==> src/rtl/mm_pkg.sv <==
// ============================================================================
// Module      : mm_pkg
// Description : Shared state encoding, default geometry and width helpers
//               for the dot-product accumulator slice.
// Revision    : 1.0
// ============================================================================
`default_nettype none

package mm_pkg;

    localparam int DEF_K    = 4;
    localparam int DEF_ROWS = 4;
    localparam int DEF_COLS = 4;

    // Smallest accumulator that holds K full-range 32-bit products exactly.
    function automatic int acc_w_min(input int k);
        return 32 + $clog2(k);
    endfunction

    localparam int DEF_ACC_W = acc_w_min(DEF_K);

    typedef enum logic [1:0] {
        ST_IDLE  = 2'd0,
        ST_ACCUM = 2'd1,
        ST_OUT   = 2'd2
    } state_e;

endpackage

`default_nettype wire

==> src/rtl/dot_accumulator_if.sv <==
// ============================================================================
// Module      : dot_accumulator_if
// Description : Product-in / sum-out handshake bundle for dot_accumulator.
// Revision    : 1.0
// ============================================================================
`default_nettype none

interface dot_accumulator_if
    import mm_pkg::*;
#(
    parameter int ROWS  = DEF_ROWS,
    parameter int COLS  = DEF_COLS,
    parameter int ACC_W = DEF_ACC_W
);
    localparam int RW = (ROWS > 1) ? $clog2(ROWS) : 1;
    localparam int CW = (COLS > 1) ? $clog2(COLS) : 1;

    logic signed [31:0]      prod;
    logic                    prod_stb;
    logic                    in_ready;
    logic                    prod_ack;
    logic signed [ACC_W-1:0] sum;
    logic                    sum_stb;
    logic                    sum_ack;
    logic [RW-1:0]           row_idx;
    logic [CW-1:0]           col_idx;
    logic                    last_elem;

    modport slave (
        input  prod, prod_stb, sum_ack,
        output in_ready, prod_ack, sum, sum_stb, row_idx, col_idx, last_elem
    );

    modport master (
        output prod, prod_stb, sum_ack,
        input  in_ready, prod_ack, sum, sum_stb, row_idx, col_idx, last_elem
    );

endinterface

`default_nettype wire

==> src/rtl/mm_idx_counter.sv <==
// ============================================================================
// Module      : mm_idx_counter
// Description : Row/column position of the current result element, advancing
//               in row-major order and wrapping at the matrix corner.
// Revision    : 1.0
// ============================================================================
`default_nettype none

module mm_idx_counter
    import mm_pkg::*;
#(
    parameter int ROWS = DEF_ROWS,
    parameter int COLS = DEF_COLS,
    parameter int RW   = (ROWS > 1) ? $clog2(ROWS) : 1,
    parameter int CW   = (COLS > 1) ? $clog2(COLS) : 1
) (
    input  wire logic          clk,
    input  wire logic          rst_n,
    input  wire logic          clear,
    input  wire logic          advance,
    output logic [RW-1:0]      row_idx,
    output logic [CW-1:0]      col_idx,
    output logic               last
);

    logic [RW-1:0] row_d, row_q;
    logic [CW-1:0] col_d, col_q;

    always_comb begin
        row_d = row_q;
        col_d = col_q;
        if (clear) begin
            row_d = '0;
            col_d = '0;
        end else if (advance) begin
            if (col_q == CW'(COLS - 1)) begin
                col_d = '0;
                row_d = (row_q == RW'(ROWS - 1)) ? '0 : row_q + RW'(1);
            end else begin
                col_d = col_q + CW'(1);
            end
        end
    end

    always_ff @(posedge clk or negedge rst_n) begin
        if (!rst_n) begin
            row_q <= '0;
            col_q <= '0;
        end else begin
            row_q <= row_d;
            col_q <= col_d;
        end
    end

    assign row_idx = row_q;
    assign col_idx = col_q;
    assign last    = (row_q == RW'(ROWS - 1)) && (col_q == CW'(COLS - 1));

endmodule

`default_nettype wire

==> src/rtl/dot_accumulator.sv <==
// ============================================================================
// Module      : dot_accumulator
// Description : Sums K signed products per result element and hands each sum
//               downstream with row/column indices under a stb/ack handshake.
// Revision    : 1.0
// ============================================================================
`default_nettype none

module dot_accumulator
    import mm_pkg::*;
#(
    parameter int K     = DEF_K,
    parameter int ROWS  = DEF_ROWS,
    parameter int COLS  = DEF_COLS,
    parameter int ACC_W = DEF_ACC_W
) (
    input  wire logic         clk,
    input  wire logic         rst_n,
    input  wire logic         clear,
    dot_accumulator_if.slave  bus
);

    localparam int KW = $clog2(K);
    localparam int RW = (ROWS > 1) ? $clog2(ROWS) : 1;
    localparam int CW = (COLS > 1) ? $clog2(COLS) : 1;

    localparam logic [1:0] S_IDLE  = 2'(ST_IDLE);
    localparam logic [1:0] S_ACCUM = 2'(ST_ACCUM);
    localparam logic [1:0] S_OUT   = 2'(ST_OUT);

    if (K < 2) begin : g_k_check
        $error("dot_accumulator: K must be at least 2");
    end
    if (ACC_W < acc_w_min(K)) begin : g_acc_w_check
        $error("dot_accumulator: ACC_W too narrow for K full-range products");
    end

    logic [1:0]              state_d, state_q;
    logic [KW-1:0]           k_cnt_d, k_cnt_q;
    logic signed [ACC_W-1:0] acc_d, acc_q;
    logic signed [ACC_W-1:0] sum_d, sum_q;
    logic                    sum_stb_d, sum_stb_q;
    logic                    prod_ack_d, prod_ack_q;
    logic                    in_ready_w;
    logic                    consume_w;
    logic                    advance_w;
    logic                    idx_last_w;
    logic signed [ACC_W-1:0] prod_ext_w;

    assign in_ready_w = (state_q != S_OUT);
    assign consume_w  = bus.prod_stb && in_ready_w;
    assign prod_ext_w = ACC_W'(bus.prod);
    assign advance_w  = !clear && (state_q == S_OUT) && bus.sum_ack;

    always_comb begin
        state_d    = state_q;
        k_cnt_d    = k_cnt_q;
        acc_d      = acc_q;
        sum_d      = sum_q;
        sum_stb_d  = sum_stb_q;
        prod_ack_d = 1'b0;
        if (clear) begin
            // The sum register keeps its last value; only control state restarts.
            state_d   = S_IDLE;
            k_cnt_d   = '0;
            acc_d     = '0;
            sum_stb_d = 1'b0;
        end else begin
            case (state_q)
                S_IDLE, S_ACCUM: begin
                    if (consume_w) begin
                        prod_ack_d = 1'b1;
                        if (k_cnt_q == KW'(K - 1)) begin
                            sum_d     = acc_q + prod_ext_w;
                            sum_stb_d = 1'b1;
                            k_cnt_d   = '0;
                            state_d   = S_OUT;
                        end else begin
                            acc_d   = (k_cnt_q == '0) ? prod_ext_w : acc_q + prod_ext_w;
                            k_cnt_d = k_cnt_q + KW'(1);
                            state_d = S_ACCUM;
                        end
                    end
                end
                S_OUT: begin
                    if (bus.sum_ack) begin
                        sum_stb_d = 1'b0;
                        state_d   = S_IDLE;
                    end
                end
                default: state_d = S_IDLE;
            endcase
        end
    end

    always_ff @(posedge clk or negedge rst_n) begin
        if (!rst_n) begin
            state_q    <= S_IDLE;
            k_cnt_q    <= '0;
            acc_q      <= '0;
            sum_q      <= '0;
            sum_stb_q  <= 1'b0;
            prod_ack_q <= 1'b0;
        end else begin
            state_q    <= state_d;
            k_cnt_q    <= k_cnt_d;
            acc_q      <= acc_d;
            sum_q      <= sum_d;
            sum_stb_q  <= sum_stb_d;
            prod_ack_q <= prod_ack_d;
        end
    end

    mm_idx_counter #(
        .ROWS (ROWS),
        .COLS (COLS),
        .RW   (RW),
        .CW   (CW)
    ) u_idx (
        .clk     (clk),
        .rst_n   (rst_n),
        .clear   (clear),
        .advance (advance_w),
        .row_idx (bus.row_idx),
        .col_idx (bus.col_idx),
        .last    (idx_last_w)
    );

    assign bus.in_ready  = in_ready_w;
    assign bus.prod_ack  = prod_ack_q;
    assign bus.sum       = sum_q;
    assign bus.sum_stb   = sum_stb_q;
    assign bus.last_elem = sum_stb_q && idx_last_w;

endmodule

`default_nettype wire

==> src/flat_wrapper.sv <==
// flat-port wrapper written by rule: the top's interface ports become plain ports
module dot_accumulator_flat import mm_pkg::*;
#(
    parameter int K     = DEF_K,
    parameter int ROWS  = DEF_ROWS,
    parameter int COLS  = DEF_COLS,
    parameter int ACC_W = DEF_ACC_W
)
  (clk, rst_n, clear, bus_prod, bus_prod_stb, bus_sum_ack, bus_in_ready, bus_prod_ack, bus_sum, bus_sum_stb, bus_row_idx, bus_col_idx, bus_last_elem);
  dot_accumulator_if #(.ROWS(ROWS), .COLS(COLS), .ACC_W(ACC_W)) bus_i ();
  input  wire logic clk;
  input  wire logic rst_n;
  input  wire logic clear;
  input wire logic [$bits(bus_i.prod)-1:0] bus_prod;
  input wire logic [$bits(bus_i.prod_stb)-1:0] bus_prod_stb;
  input wire logic [$bits(bus_i.sum_ack)-1:0] bus_sum_ack;
  output wire logic [$bits(bus_i.in_ready)-1:0] bus_in_ready;
  output wire logic [$bits(bus_i.prod_ack)-1:0] bus_prod_ack;
  output wire logic [$bits(bus_i.sum)-1:0] bus_sum;
  output wire logic [$bits(bus_i.sum_stb)-1:0] bus_sum_stb;
  output wire logic [$bits(bus_i.row_idx)-1:0] bus_row_idx;
  output wire logic [$bits(bus_i.col_idx)-1:0] bus_col_idx;
  output wire logic [$bits(bus_i.last_elem)-1:0] bus_last_elem;
  assign bus_i.prod = bus_prod;
  assign bus_i.prod_stb = bus_prod_stb;
  assign bus_i.sum_ack = bus_sum_ack;
  assign bus_in_ready = bus_i.in_ready;
  assign bus_prod_ack = bus_i.prod_ack;
  assign bus_sum = bus_i.sum;
  assign bus_sum_stb = bus_i.sum_stb;
  assign bus_row_idx = bus_i.row_idx;
  assign bus_col_idx = bus_i.col_idx;
  assign bus_last_elem = bus_i.last_elem;
  dot_accumulator #(.K(K), .ROWS(ROWS), .COLS(COLS), .ACC_W(ACC_W)) u_core (.clk(clk), .rst_n(rst_n), .clear(clear), .bus(bus_i));
endmodule
==> config.mk <==
export PLATFORM = sky130hd
export DESIGN_NAME = dot_accumulator_flat
export DESIGN_NICKNAME = d
export VERILOG_FILES = /design/src/rtl/mm_pkg.sv /design/src/rtl/dot_accumulator_if.sv /design/src/rtl/mm_idx_counter.sv /design/src/rtl/dot_accumulator.sv /design/src/flat_wrapper.sv
export SDC_FILE = /design/constraint.sdc
export NUM_CORES = 1
export LEC_CHECK = 0
export CELL_PAD_IN_SITES_DETAIL_PLACEMENT = 1
export CELL_PAD_IN_SITES_GLOBAL_PLACEMENT = 2
export CORE_ASPECT_RATIO = 0.75
export CORE_MARGIN = 1
export CORE_UTILIZATION = 25
export CTS_BUF_LIST = sky130_fd_sc_hd__clkbuf_2 sky130_fd_sc_hd__clkbuf_4 sky130_fd_sc_hd__clkbuf_8
export CTS_CLUSTER_DIAMETER = 60
export DETAILED_ROUTE_END_ITERATION = 10
export PLACE_DENSITY = 0.62
export SYNTH_ARGS = -nofsm -noshare
export SYNTH_HDL_FRONTEND = slang
export SYNTH_HIERARCHICAL = 1
export SYNTH_SLANG_ARGS = --single-unit
==> constraint.sdc <==
create_clock -name clk -period 7.66 [get_ports clk]
set_input_delay 1.149 -clock clk [delete_from_list [all_inputs] [get_ports clk]]
set_output_delay 1.149 -clock clk [all_outputs]
set_load 0.005 [all_outputs]
# Yosys cells after proc, flatten, opt, wreduce, memory -nomap -nowiden
# Cells that the tools add are included.
# word_totals
register_bits	78
output_inout_bits	42
# classes
n_mux	29
add_sub_neg	4
n_eq_ne	10
n_reduce_logical	20
bitwise_logic	1
# ops
cell	n
$mux W34	5
$add A34 B32 Y34	1
$mux W2	15
$eq A2 B2 Y1 const B	4
$reduce_and A4 Y1	2
$reduce_bool A2 Y1	4
$mux W1	7
$add A2 B1 Y2 const B	3
$ne A3 B2 Y1 const B	2
$reduce_and A2 Y1	3
$logic_and A1 B1 Y1	5
$logic_not A2 Y1	2
$ne A2 B2 Y1 const B	2
$pmux W2 S2	1
$ne A3 B3 Y1 const B	1
$reduce_and A3 Y1	1
$reduce_bool A3 Y1	1
$eq A2 B1 Y1 const B	1
$pmux W1 S2	1
$reduce_or A2 Y1	1
$logic_not A1 Y1	1
$not A1 Y1	1

# Longest topological paths before layout
# logic_depth
ltp_word	6
ltp_mapped	10

# Hierarchy
# The synthesis kept the hierarchy.
# by_module_without_submodules
module	cells_per_inst	n_inst	area_each_um2
dot_accumulator	549	1	4875.9
mm_idx_counter	18	1	215.2

# Worst setup path before layout
# Ideal clock, no wire load.
# synth_path
path_type	input -> register
from	input bus_prod[0]
to	register u_core.sum_q[30] (netlist: u_core/bus.sum[30])
setup_slack_ps	4415
cell_stages	10
arrival_ps	3110
n_path_buf	0
path_cell_list	ha_1 > fa_1 > a21o_1 > a31o_2 > a41o_1 > a22oi_2 > nor3_1 > a21oi_1 > xor2_1 > o21ai_0
# synth_via
elab_chain_len	1
# synth_rtl
item	line_no	rtl
from (decl)	flat_wrapper.sv:14	input wire logic [$bits(bus_i.prod)-1:0] bus_prod;
$add A34 B32 Y34	dot_accumulator.sv:74	sum_d = acc_q + prod_ext_w;
to (signal assigned)	dot_accumulator.sv:108	sum_q <= sum_d;
to (decl)	dot_accumulator.sv:41	logic signed [ACC_W-1:0] sum_d, sum_q;
# Every way passes these cells.
# A chain may end at the register's enable or synchronous reset.

# Worst setup path in the final report
# layout_path
from	input bus_prod[0]
to	register u_core.acc_q[28]
# layout_via
elab_chain_len	6
# layout_rtl
item	line_no	rtl
$add A34 B32 Y34	dot_accumulator.sv:79	acc_d = (k_cnt_q == '0) ? prod_ext_w : acc_q + prod_ext_w;
$mux W34	dot_accumulator.sv:79	
$mux W34	dot_accumulator.sv:73	if (k_cnt_q == KW'(K - 1)) begin
$mux W34	dot_accumulator.sv:71	if (consume_w) begin
$mux W34	dot_accumulator.sv:69	case (state_q)
$mux W34	dot_accumulator.sv:62	if (clear) begin
to (signal assigned)	dot_accumulator.sv:100	acc_q <= '0;
to (signal assigned)	dot_accumulator.sv:107	acc_q <= acc_d;
to (decl)	dot_accumulator.sv:40	logic signed [ACC_W-1:0] acc_d, acc_q;
# Every way passes these cells. The select of a mux whose other input is x is not followed.

==> out/metrics.yaml <==
place:
  dpl.hpwl_mm: 12.6
  placed_area_mm2: 0.00610
  gp_congestion: 0.807
  pre_cts_ws_ps: 3590
  dp.cells: 874
  portBuffers: 78
cells_and_area:
  final_area_mm2: 0.00632
  post-route-util: 0.322
  drive_above_1_share: 0.0675
  fin_nets: 707
  antenna_cells: 0
  fin_cells: 890
  syn_to_final_growth_pct: 24.1
  fillers: 2283
critical_path:
  crit_slowest_cell: "clkdlybuf4s50_1"
  cp-end-kind: "flop"
  arrival_ps: 3920
  path_common_cell: "o21ai_0"
  cp_cell_sequence: "clkdlybuf4s50_1, ha_1, fa_1, a21o_1, a31o_2, a21oi_1, o31ai_1, a21boi_1, o21ai_0, xnor2_1, o21ai_0"
  crit_fanout: 3
  cp-start-kind: "input port"
  critPathMaxStageDelay_ps: 430
  critPathRequiredTime_ps: 7890
  criticalPathCategory: "input port to flop"
timing:
  max_slew.worst_pin.slew_ps: 853
  setup_ws_ps: 3970
  max_slew_margin: 0.431
  holdWs_ps: 481
  period_needed_ps: 3690
  fin_crit_sh: 0.482
  hold_violations: 0
  rsz0062_at_grt: "no"
  drv_slew: 0
  fmax_mhz: 271
  setup_viol: 0
  finClkSkew_ps: 9.09
  fin_setup_tns_ps: 0
floorplan:
  die_w_um: 167
  die_height_um: 126
  start_util: 0.259
  fp-row-count: 44
  core_mm2: 0.0197
  boundaryPins: 79
  dieArea_mm2: 0.0209
detailed_routing:
  vias: 4578
  wire_per_inst_um: 18.9
  drt_iter0_markers: 195
  antenna_left: 0
  dr.pass1.iters: 4
  drc_errors: 0
  wl_mm: 16.8
  viasPerCell: 5.14
pwr:
  sw_frac_of_total: 0.355
  p_seq_frac: 0.371
  vdd_drop_max_uv: 95.4
  p_clk_frac: 0.251
  p_int_mw: 0.910
  p_switching_mw: 0.501
  leakage_nw: 2.83
  pwr-share-comb: 0.377
  power_density_mw_per_mm2: 223
  power_mw: 1.41
cts:
  cts_root_buf: "clkbuf_8"
  hold_buffers: 0
  clkSinkCount: 78
  cts.path.max_buffers: 2
  clk_pin_slew_ps: 90
  post_cts_buffers: 0
  post_cts_resized: 0
  cts_tree: "done"
  numCtsBuffers: 9
  h-tree-depth: 3
  insertion_delay_ps: 370
global_routing:
  gr-total-overflow: 0
  grt_pass1_vias: 4869
  antenna_found_initial: 0
  grt_pass1_wl_mm: 27.6
  grt_max_degree: 48
  grtUsageTotal: 0.168
yosys:
  ys_warn_count: 6
  synth-main-ff-cell: "dfrtp_1"
  ys_async_sr_fraction: 1.00
  netlist_instances: 567
  syn_area_mm2: 0.00509
  seq_area_frac_synth: 0.383
  synth_fp_nets: 642
  ys_ff_latch: 78
  synth_edf_count: 0
  synth_cell_types: 64
  avgSynthCellArea_um2: 8.98
run:
  cap_viol_max_count: 0
hold_path:
  hp-class: "flop to flop"
run_status:
  outcome: "finished clean"
## layout make-up
class                   count  area [um^2]  area share
clock inverters             6         86.3      0.0137
flip-flops and latches     78         1950       0.309
multi-input cells         454         3000       0.474
repair buffers             83          816       0.129
clock buffers              10          131      0.0208
well taps                 253          317      0.0501
inverters                   6         22.5     0.00356
## placed cells by master (no fill, tap or decap), types with 3 or more instances in the layout
cell type        instances
clkdlybuf4s50_1         77
nand2b_1                 8
o21ai_1                  4
and4_1                   3
clkbuf_8                 9
and2_1                   4
a22oi_1                 19
mux2_2                   4
a31oi_1                  3
o211ai_1                 3
o31ai_1                  3
nor3_1                   4
dfrtp_1                 78
o21bai_1                 5
a21oi_1                 44
o21ai_0                 73
nor2_1                  29
and3_1                   3
nor4_1                   3
buf_4                    6
a22o_1                  15
xnor2_1                 15
a21o_1                  23
xor2_1                  17
ha_1                    37
nand3_1                 10
nand2_1                 73
o21a_1                   3
inv_1                    6
nand4_1                  6
## critical path, delay by kind of cell
kind | cells | cell delay, ps
XOR/XNOR | 1 | 200
adder cells (fa/ha/maj) | 2 | 660
AO/OA/AOI/OAI | 7 | 1480
buffers and inverters | 1 | 430
## final timing paths
check	from	endpoint	slack, ps	depth (start not counted)
setup / recovery	bus_prod[0]	u_core/acc_q[28]$_DFFE_PN0P_	3970	11
min in group asynchronous	rst_n	u_core/u_idx/col_idx[0]$_DFFE_PN0P_	750	1
hold reg to reg	u_core/bus.sum[20]$_DFFE_PN0P_	u_core/bus.sum[20]$_DFFE_PN0P_	480	2
max in group asynchronous	rst_n	u_core/acc_q[21]$_DFFE_PN0P_	5900	2
setup reg to reg	u_core/acc_q[0]$_DFFE_PN0P_	u_core/acc_q[28]$_DFFE_PN0P_	4800	10
hold / removal	u_core/bus.sum[20]$_DFFE_PN0P_	u_core/bus.sum[20]$_DFFE_PN0P_	480	2
## per-layer routing
| metal | wire, um | vias to the layer above | share of wire | global-route usage |
|---|---|---|---|---|
| li1 | - | 2203 | - | - |
| met1 | 9190 | 2287 | 0.55 | 0.254 |
| met2 | 6950 | 78 | 0.41 | 0.247 |
| met3 | 512 | 10 | 0.030 | 0.0320 |
| met4 | 134 | 0 | 0.0080 | 0.0327 |
| met5 | 0 | - | 0 | 0 |
## synth_stat cells (3+ instances only)
| cell type | instances | area [um^2] |
|---|---|---|
| o21a_1 | 3 | 22.5 |
| and4_1 | 3 | 26.3 |
| nand2_1 | 74 | 278 |
| nand3_1 | 10 | 50.1 |
| buf_1 | 3 | 11.3 |
| o211ai_1 | 3 | 22.5 |
| a21o_1 | 23 | 173 |
| mux2_2 | 4 | 45.0 |
| xnor2_1 | 15 | 131 |
| o21ai_1 | 4 | 20.0 |
| buf_2 | 6 | 30.0 |
| a22o_1 | 15 | 131 |
| a31oi_1 | 3 | 18.8 |
| nor2_1 | 30 | 113 |
| nor3_1 | 4 | 20.0 |
| nor4_1 | 3 | 18.8 |
| o31ai_1 | 3 | 22.5 |
| a22oi_1 | 19 | 143 |
| dfrtp_1 | 78 | 1950 |
| ha_1 | 37 | 463 |
| nand2b_1 | 8 | 50.1 |
| inv_1 | 6 | 22.5 |
| o21bai_1 | 5 | 37.5 |
| nand4_1 | 6 | 37.5 |
| a21oi_1 | 44 | 220 |
| and3_1 | 3 | 18.8 |
| clkbuf_1 | 17 | 63.8 |
| xor2_1 | 17 | 149 |
| o21ai_0 | 73 | 365 |
| and2_1 | 4 | 25.0 |
## state kept, by name, indices dropped and copies added (netlist names)
signal	count
u_core/acc_q	34
u_core/bus.sum	34
u_core/k_cnt_q	2
u_core/state_q	2
u_core/u_idx/col_idx	2
u_core/u_idx/row_idx	2
u_core/bus.prod_ack	1
u_core/bus.sum_stb	1
## cells by family after synthesis
group           Yosys count  share of synthesized area
mux                       6                     0.0128
buf+inv                  35                     0.0292
fa+ha+maj                38                     0.0949
xor+xnor                 32                     0.0551
flops                    78                      0.383
simple gates            157                      0.145
compound gates          221                      0.280
## power groups by stage
stage               sequential (mW)  clock, mW  combinational [mW]
finish                        0.524      0.354               0.533
global route                  0.535      0.386               0.592
floorplan                     0.527          0               0.298
detailed placement            0.532          0               0.532
global placement              0.529          0               0.525
CTS                           0.525      0.374               0.536
(Power assumes the default switching activity.)
